$ cat config.mk
export PLATFORM = sky130hd
export DESIGN_NAME = systolic_controller
export DESIGN_NICKNAME = d
export VERILOG_FILES = /design/src/rtl/ctrl_pkg.sv /design/src/rtl/ctrl_decoder.sv /design/src/rtl/systolic_controller.sv
export SDC_FILE = /design/constraint.sdc
export NUM_CORES = 1
export LEC_CHECK = 0
export ABC_AREA = 0
export CAP_MARGIN = 20
export CORE_MARGIN = 2
export CORE_UTILIZATION = 38
export DETAILED_ROUTE_END_ITERATION = 10
export PLACE_DENSITY = 0.76
export SETUP_SLACK_MARGIN = 0.5
export SYNTH_ARGS = -nofsm -noshare
export SYNTH_HDL_FRONTEND = slang
export SYNTH_SLANG_ARGS = --single-unit
$ cat constraint.sdc
create_clock -name clk -period 1.3 [get_ports clk]
set_input_delay 0.26 -clock clk [delete_from_list [all_inputs] [get_ports clk]]
set_output_delay 0.26 -clock clk [all_outputs]
set_load 0.05 [all_outputs]
$ cat src/rtl/ctrl_pkg.sv
// Shared definitions for the systolic array controller: opcode values,
// array mode encoding, instruction field positions and the decode struct.
package ctrl_pkg;

    typedef enum logic [4:0] {
        OP_NOP       = 5'd0,
        OP_MAC       = 5'd1,
        OP_SEND_WT   = 5'd2,
        OP_STORE_OUT = 5'd3,
        OP_RECV_INP  = 5'd4,
        OP_RECV_WT   = 5'd5,
        OP_TX_OUT    = 5'd6,
        OP_RST_ACC   = 5'd7
    } opcode_e;

    typedef enum logic [1:0] {
        ST_IDLE    = 2'b00,
        ST_LOAD_WT = 2'b01,
        ST_COMPUTE = 2'b10,
        ST_DRAIN   = 2'b11
    } array_state_e;

    // Instruction word layout
    localparam int INSTR_W  = 64;
    localparam int OPC_LSB  = 0;
    localparam int OPC_MSB  = 4;
    localparam int ADDR_LSB = 5;
    localparam int ADDR_MSB = 20;
    localparam int DATA_LSB = 21;
    localparam int DATA_MSB = 52;
    localparam int ADDR_FW  = ADDR_MSB - ADDR_LSB + 1;

    // One-hot opcode decode; anything outside 0..7 lands on nop
    typedef struct packed {
        logic nop;
        logic mac;
        logic send_wt;
        logic store_out;
        logic recv_inp;
        logic recv_wt;
        logic tx_out;
        logic rst_acc;
    } dec_t;

endpackage

$ cat src/rtl/ctrl_decoder.sv
// Purely combinational opcode to one-hot decode.
module ctrl_decoder
    import ctrl_pkg::*;
(
    input  logic [4:0] i_opcode,
    output dec_t       o_dec
);

    // Exactly one field of o_dec is set for every opcode value
    always_comb begin
        o_dec = '0;
        case (i_opcode)
            OP_MAC:       o_dec.mac       = 1'b1;
            OP_SEND_WT:   o_dec.send_wt   = 1'b1;
            OP_STORE_OUT: o_dec.store_out = 1'b1;
            OP_RECV_INP:  o_dec.recv_inp  = 1'b1;
            OP_RECV_WT:   o_dec.recv_wt   = 1'b1;
            OP_TX_OUT:    o_dec.tx_out    = 1'b1;
            OP_RST_ACC:   o_dec.rst_acc   = 1'b1;
            default:      o_dec.nop       = 1'b1;
        endcase
    end

endmodule

$ cat src/rtl/systolic_controller.sv
// Instruction-driven controller for a systolic array: registers buffer
// write address/data, output-buffer commands, accumulator clear and the
// array mode, all with one cycle of latency.
// Optional build macro CTRL_ADDR_CHECK_EN: out-of-range buffer addresses
// drop the instruction instead of truncating the address.
module systolic_controller
    import ctrl_pkg::*;
#(
    parameter int BUF_ADDR_W = 14,
    parameter int DATA_W     = 32,
    parameter int OUT_ADDR_W = 4
) (
    input  logic                  clk,
    input  logic                  rst_n,
    input  logic [INSTR_W-1:0]    instruction,
    output logic [BUF_ADDR_W-1:0] inp_buf_addr,
    output logic [DATA_W-1:0]     inp_buf_data,
    output logic [BUF_ADDR_W-1:0] wt_buf_addr,
    output logic [DATA_W-1:0]     wt_buf_data,
    output logic                  inp_buf_wr_en,
    output logic                  wt_buf_wr_en,
    output logic [OUT_ADDR_W-1:0] acc_to_op_buf_addr,
    output logic                  acc_result_to_op_buf,
    output logic [OUT_ADDR_W-1:0] out_buf_addr,
    output logic                  op_buffer_instr_for_sending_data,
    output logic                  instr_for_accum_to_reset,
    output logic [1:0]            state_signal,
    output logic                  i_mode
);

    logic [4:0]         w_opcode;
    logic [ADDR_FW-1:0] w_addr;
    logic [DATA_W-1:0]  w_data;
    dec_t               w_dec;
    logic               w_buf_addr_ok;
    logic               w_out_addr_ok;
    logic               w_unused;

    assign w_opcode = instruction[OPC_MSB:OPC_LSB];
    assign w_addr   = instruction[ADDR_MSB:ADDR_LSB];
    assign w_data   = instruction[DATA_LSB +: DATA_W];
    assign w_unused = ^{instruction[INSTR_W-1:DATA_MSB+1], w_addr};

`ifdef CTRL_ADDR_CHECK_EN
    assign w_buf_addr_ok = ((w_addr >> BUF_ADDR_W) == '0);
    assign w_out_addr_ok = ((w_addr >> OUT_ADDR_W) == '0);
`else
    assign w_buf_addr_ok = 1'b1;
    assign w_out_addr_ok = 1'b1;
`endif

    ctrl_decoder u_dec (
        .i_opcode (w_opcode),
        .o_dec    (w_dec)
    );

    // Strobes pulse per sampled instruction; addr/data hold until the next
    // instruction of the same kind; mode follows the latest opcode
    always_ff @(posedge clk) begin
        if (!rst_n) begin
            inp_buf_addr                     <= '0;
            inp_buf_data                     <= '0;
            wt_buf_addr                      <= '0;
            wt_buf_data                      <= '0;
            inp_buf_wr_en                    <= 1'b0;
            wt_buf_wr_en                     <= 1'b0;
            acc_to_op_buf_addr               <= '0;
            acc_result_to_op_buf             <= 1'b0;
            out_buf_addr                     <= '0;
            op_buffer_instr_for_sending_data <= 1'b0;
            instr_for_accum_to_reset         <= 1'b0;
            state_signal                     <= ST_IDLE;
            i_mode                           <= 1'b0;
        end else begin
            inp_buf_wr_en                    <= w_dec.recv_inp  & w_buf_addr_ok;
            wt_buf_wr_en                     <= w_dec.recv_wt   & w_buf_addr_ok;
            acc_result_to_op_buf             <= w_dec.store_out & w_out_addr_ok;
            op_buffer_instr_for_sending_data <= w_dec.tx_out    & w_out_addr_ok;
            instr_for_accum_to_reset         <= w_dec.rst_acc;

            if (w_dec.recv_inp && w_buf_addr_ok) begin
                inp_buf_addr <= w_addr[BUF_ADDR_W-1:0];
                inp_buf_data <= w_data;
            end
            if (w_dec.recv_wt && w_buf_addr_ok) begin
                wt_buf_addr <= w_addr[BUF_ADDR_W-1:0];
                wt_buf_data <= w_data;
            end
            if (w_dec.store_out && w_out_addr_ok)
                acc_to_op_buf_addr <= w_addr[OUT_ADDR_W-1:0];
            if (w_dec.tx_out && w_out_addr_ok)
                out_buf_addr <= w_addr[OUT_ADDR_W-1:0];

            if (w_dec.mac)
                state_signal <= ST_COMPUTE;
            else if (w_dec.send_wt)
                state_signal <= ST_LOAD_WT;
            else if (w_dec.store_out || w_dec.tx_out)
                state_signal <= ST_DRAIN;
            else
                state_signal <= ST_IDLE;

            if (w_dec.mac)
                i_mode <= 1'b1;
            else if (w_dec.send_wt)
                i_mode <= 1'b0;
        end
    end

endmodule

After elaboration in Yosys (flattened, before gate mapping)
Index checks and enable logic that the tools add are counted.

Bits of input ports: 66. Output and inout bits: 108. Word-level logic and storage cells: 37. Register bits: 108.

Bitwise operators: 1. Reductions and logical operators: 3. Eq/ne operators: 7. Mux-type cells: 12.

Operators with widths (count): 5-bit by 3-bit equality test with 1-bit output (second input constant) (4); 5-bit by 2-bit equality test with 1-bit output (second input constant) (2); 1-bit 2-to-1 mux (9); 2-bit 2-to-1 mux (3); 5-bit by 1-bit equality test with 1-bit output (second input constant) (1); 2-bit nonzero test (1); 2-bit OR reduction (1); 1-bit logical OR (1); 1-bit inverter (1).

Depth between registers and ports, before layout
Depth after elaboration: 6. Mapped depth: 6.

Modules after synthesis
From an unflattened synthesis, not the netlist that was laid out.

Cells, all modules: 357. Area total of the unflattened synthesis: 4129.0 um^2.

By module, submodules not included: systolic_controller (times used 1, area each 4051.4 um^2, seq. area each 2162.1 um^2, cells an instance 343); ctrl_decoder (times used 1, area each 77.6 um^2, seq. area each 0.0 um^2, cells an instance 14).

Worst setup path before layout
OpenSTA, ideal clock, no wires.

Kind: in2reg. Start point: in instruction[0]. End point: reg inp_buf_data[22]. Required time: 1.228 ns. Stages: 6. Slack: 0.083 ns. Path buffers: 3. Arrival: 1.146 ns. Library setup time: 0.072 ns. Cell sequence: buf_2 > inv_1 > and4_4 > buf_12 > buf_12 > mux2i_1.

Longest elaborated chain between the ends: 2.

Ends and longest elaborated chain: start: declaration (RTL line systolic_controller.sv:15) `input logic [INSTR_W-1:0] instruction,`; 5-bit by 3-bit equality test with 1-bit output (RTL line ctrl_decoder.sv:12) `case (i_opcode)`; 1-bit 2-to-1 mux (RTL line ctrl_decoder.sv:12); end signal: assignment (RTL line systolic_controller.sv:83) `inp_buf_data <= w_data;`; end: declaration (RTL line systolic_controller.sv:17) `output logic [DATA_W-1:0] inp_buf_data,`.

No other way between the ends. A chain may end at the register's enable or synchronous reset.

Worst setup path in the final report
Start point: reg inp_buf_data[14]. End point: out inp_buf_data[14].

No word-level cell between the ends.

==> impl_metrics.csv <==
group,metric,value,unit
worst_setup_path,endpoint_kind,"output pin",
logic_synthesis,yosysTopAreaCell,"dfxtp_1",
die,start_util,39.3,%
min_path,hold_class,"input pin to register",
timing,relSlewSlack,73.6,%
worst_setup_path,crit_fanout,2,
place,portBuffers,160,
run,max_cap_viol_count,0,
timing,fin_ws,0.169,ns
timing,worst_hold_slack,0.165,ns
min_path,worstHoldStart,"instruction[2]",
detailed_routing,via_per_inst,4.80,
detailed_routing,routed_wl,12400,um
timing,finalClockSkew,0,ns
worst_setup_path,arrival,0.87,ns
power,ir_drop,0.000450,V
detailed_routing,first_iter_violations,90,
worst_setup_path,rrSetupSlack,0.44,ns
worst_setup_path,rr_endpoint,"i_mode$_SDFFE_PN0P_",
place,hpwl,8200,um
die,die_y,108,um
die,rows,37,
cts,cts-buffers-inserted,9,
detailed_routing,drtAntennaViolNets,0,
place,dp_slack,-0.500,ns
final_layout,drive_gt1_share,50.8,%
cts,clk_pin_slew,0.10,ns
worst_setup_path,crit_end,"inp_buf_data[14]",
die,core-area,10400,um2
final_layout,syn2layout_area_growth,95.1,%
worst_setup_path,startpoint,"inp_buf_data[14]$_SDFFE_PN0P_",
die,io_pins,174,
worst_setup_path,crit_type,"register to output pin",
worst_setup_path,start_kind,"register",
logic_synthesis,synthCells,407,
timing,setup_tns,0,ns
final_layout,diodes,0,
die,dieArea,11600,um2
final_layout,layout_common_cells,"148 x nand2_1, 121 x buf_12, 103 x dfxtp_2",
logic_synthesis,ys_types,21,
worst_setup_path,timing.rr.start,"i_mode$_SDFFE_PN0P_",
timing,rsz0062_at_grt,"true",
cts,cts_tree,"done",
timing,finalHoldViolCount,0,
logic_synthesis,ys_seq_area_share,53.0,%
detailed_routing,drc,0,
power,leakagePower,3.41,nW
timing,period_share,87.0,%
place,detailed_place.area,7020,um2
worst_setup_path,critPathRequiredTime,1.04,ns
final_layout,final_common_cell,"nand2_1",
logic_synthesis,syn_nets,473,
timing,max_freq,884,MHz
power,p_total,6.48,mW
cts,cts-hold-fix-buffers,0,
logic_synthesis,synth_top_area_share,53.0,%
cts,clock_sinks,108,
worst_setup_path,path_buf_inv,1,
final_layout,stdcell_area,7960,um2
place,gp_congestion,0.790,
final_layout,nFillCells,664,
cts,htreeDepth,3,
cts,clock_path_buffers,2,
detailed_routing,vias,3593,
global_routing,overflow,0,
worst_setup_path,rr_worst_depth,3,
worst_setup_path,path_depth,1,
power,powerDensity,814,nW/um2
logic_synthesis,synth_seq_cells,108,
cts,clockRootBuffer,"clkbuf_8",
global_routing,antenna_found_initial,0,
timing,slew_viol_final,0,
logic_synthesis,synth_area_leaders,"dfxtp_1 53%, mux2i_1 25%, nand2_1 14%",
timing,post-route-min-period,1.13,ns
global_routing,grt_usage,21.8,%
global_routing,grt_pass1_vias,3751,
detailed_routing,drtPass1Iterations,4,
logic_synthesis,synth_area_per_cell,10.0,um2
timing,setup_viol,0,
logic_synthesis,syn-cell-area,4080,um2
detailed_routing,routedWlPerCell,16.6,um
logic_synthesis,ys_warn_count,0,
final_layout,nNetsFinal,675,
worst_setup_path,crit_family,"flip-flops",
die,die-width,108,um
timing,worstMarginPinSlew,0.391,ns
run_status,outcome,"completed",
global_routing,grt_pass1_wl,19500,um
worst_setup_path,path_cells,"buf_12",
worst_setup_path,slowest_stage,"dfxtp_2",
cts,insertion_delay,0.35,ns
worst_setup_path,slowest_delay,0.37,ns
global_routing,grt_max_degree,64,
==> metal layers <==
| layer | global-route usage, % | up-vias | wire, um | part of all wire (%) |
|---|---|---|---|---|
| met4 | 9.16 | 0 | 377 | 3.0 |
| met3 | 5.57 | 32 | 790 | 6.4 |
| met1 | 23.9 | 1699 | 4640 | 37 |
| met5 | 0 | - | 0 | 0 |
| li1 | - | 1738 | - | - |
| met2 | 39.5 | 124 | 6620 | 53 |
==> flip-flops by register name, summed over array words and instances, names as in the netlist, 2 cells and up <==
register / cells
wt_buf_data: 32
state_signal: 2
acc_to_op_buf_addr: 4
out_buf_addr: 4
inp_buf_data: 32
inp_buf_addr: 14
wt_buf_addr: 14
==> where the power goes <==
| part | leakage [nW] | total (mW) | internal (mW) | switching [mW] |
|---|---|---|---|---|
| Sequential | 0.928 | 3.40 | 3.35 | 0.0471 |
| Combinational | 2.38 | 0.889 | 0.467 | 0.421 |
| Clock | 0.100 | 2.20 | 1.12 | 1.08 |
| Total | 3.41 | 6.48 | 4.93 | 1.55 |
==> synthesized netlist by cell type <==
cell type and count:
inv_2 1, nand3_1 2, a211oi_1 1, nor2_1 1, buf_12 5, nor2_4 1
buf_6 4, nor4_1 1, inv_1 2, and4_4 1, nor3_1 5, nand2_1 148
buf_2 7, mux2i_1 100, a21oi_1 2, o21ai_0 1, clkbuf_1 13, dfxtp_1 108
buf_4 1, o41ai_1 1, nand4_1 2
==> timing repair <==
action | CTS | global route
pin swaps | 6 | 1
cloned | 9 | 0
buffers inserted | 25 | 8
setup endpoints to repair | 216 | 211
hold endpoints to repair | 0 | 0
gates resized for setup | 95 | 17
==> metrics by stage <==
stage,std cells,util (%)
after floorplan,407,-
after global placement,692,67.7
after detailed placement,692,67.7
final,748,76.7
after CTS,740,75.3
after global routing,748,76.7
==> cell families (layout without fill, tap and decap cells) <==
group	count (synthesis)	in the layout	share of synthesized area [%]
buf+inv	33	238	6.08
simple gates	161	161	15.6
compound gates	5	5	0.767
mux	100	100	24.5
flops	108	108	53.0
==> worst min-delay path by stage <==
stage | to | cells past startpoint
floorplan | state_signal[0]$_SDFF_PP0_ | 3
global placement | inp_buf_addr[13]$_SDFFE_PN0P_ | 2
detailed placement | inp_buf_addr[4]$_SDFFE_PN0P_ | 2
CTS | state_signal[0]$_SDFF_PP0_ | 2
global route | state_signal[0]$_SDFF_PP0_ | 2
finish | state_signal[0]$_SDFF_PP0_ | 2
==> final cells by class <==
cell class / count / area [um2] / share of cell area, %
Sequential cell: 108 / 2310 / 29.0
Multi-Input combinational cell: 266 / 1740 / 21.8
Inverter: 3 / 16.3 / 0.204
Tap cell: 136 / 170 / 2.14
Timing Repair Buffer: 221 / 3510 / 44.1
Clock inverter: 4 / 75.1 / 0.944
Clock buffer: 10 / 138 / 1.73
(Power assumes the default switching activity.)
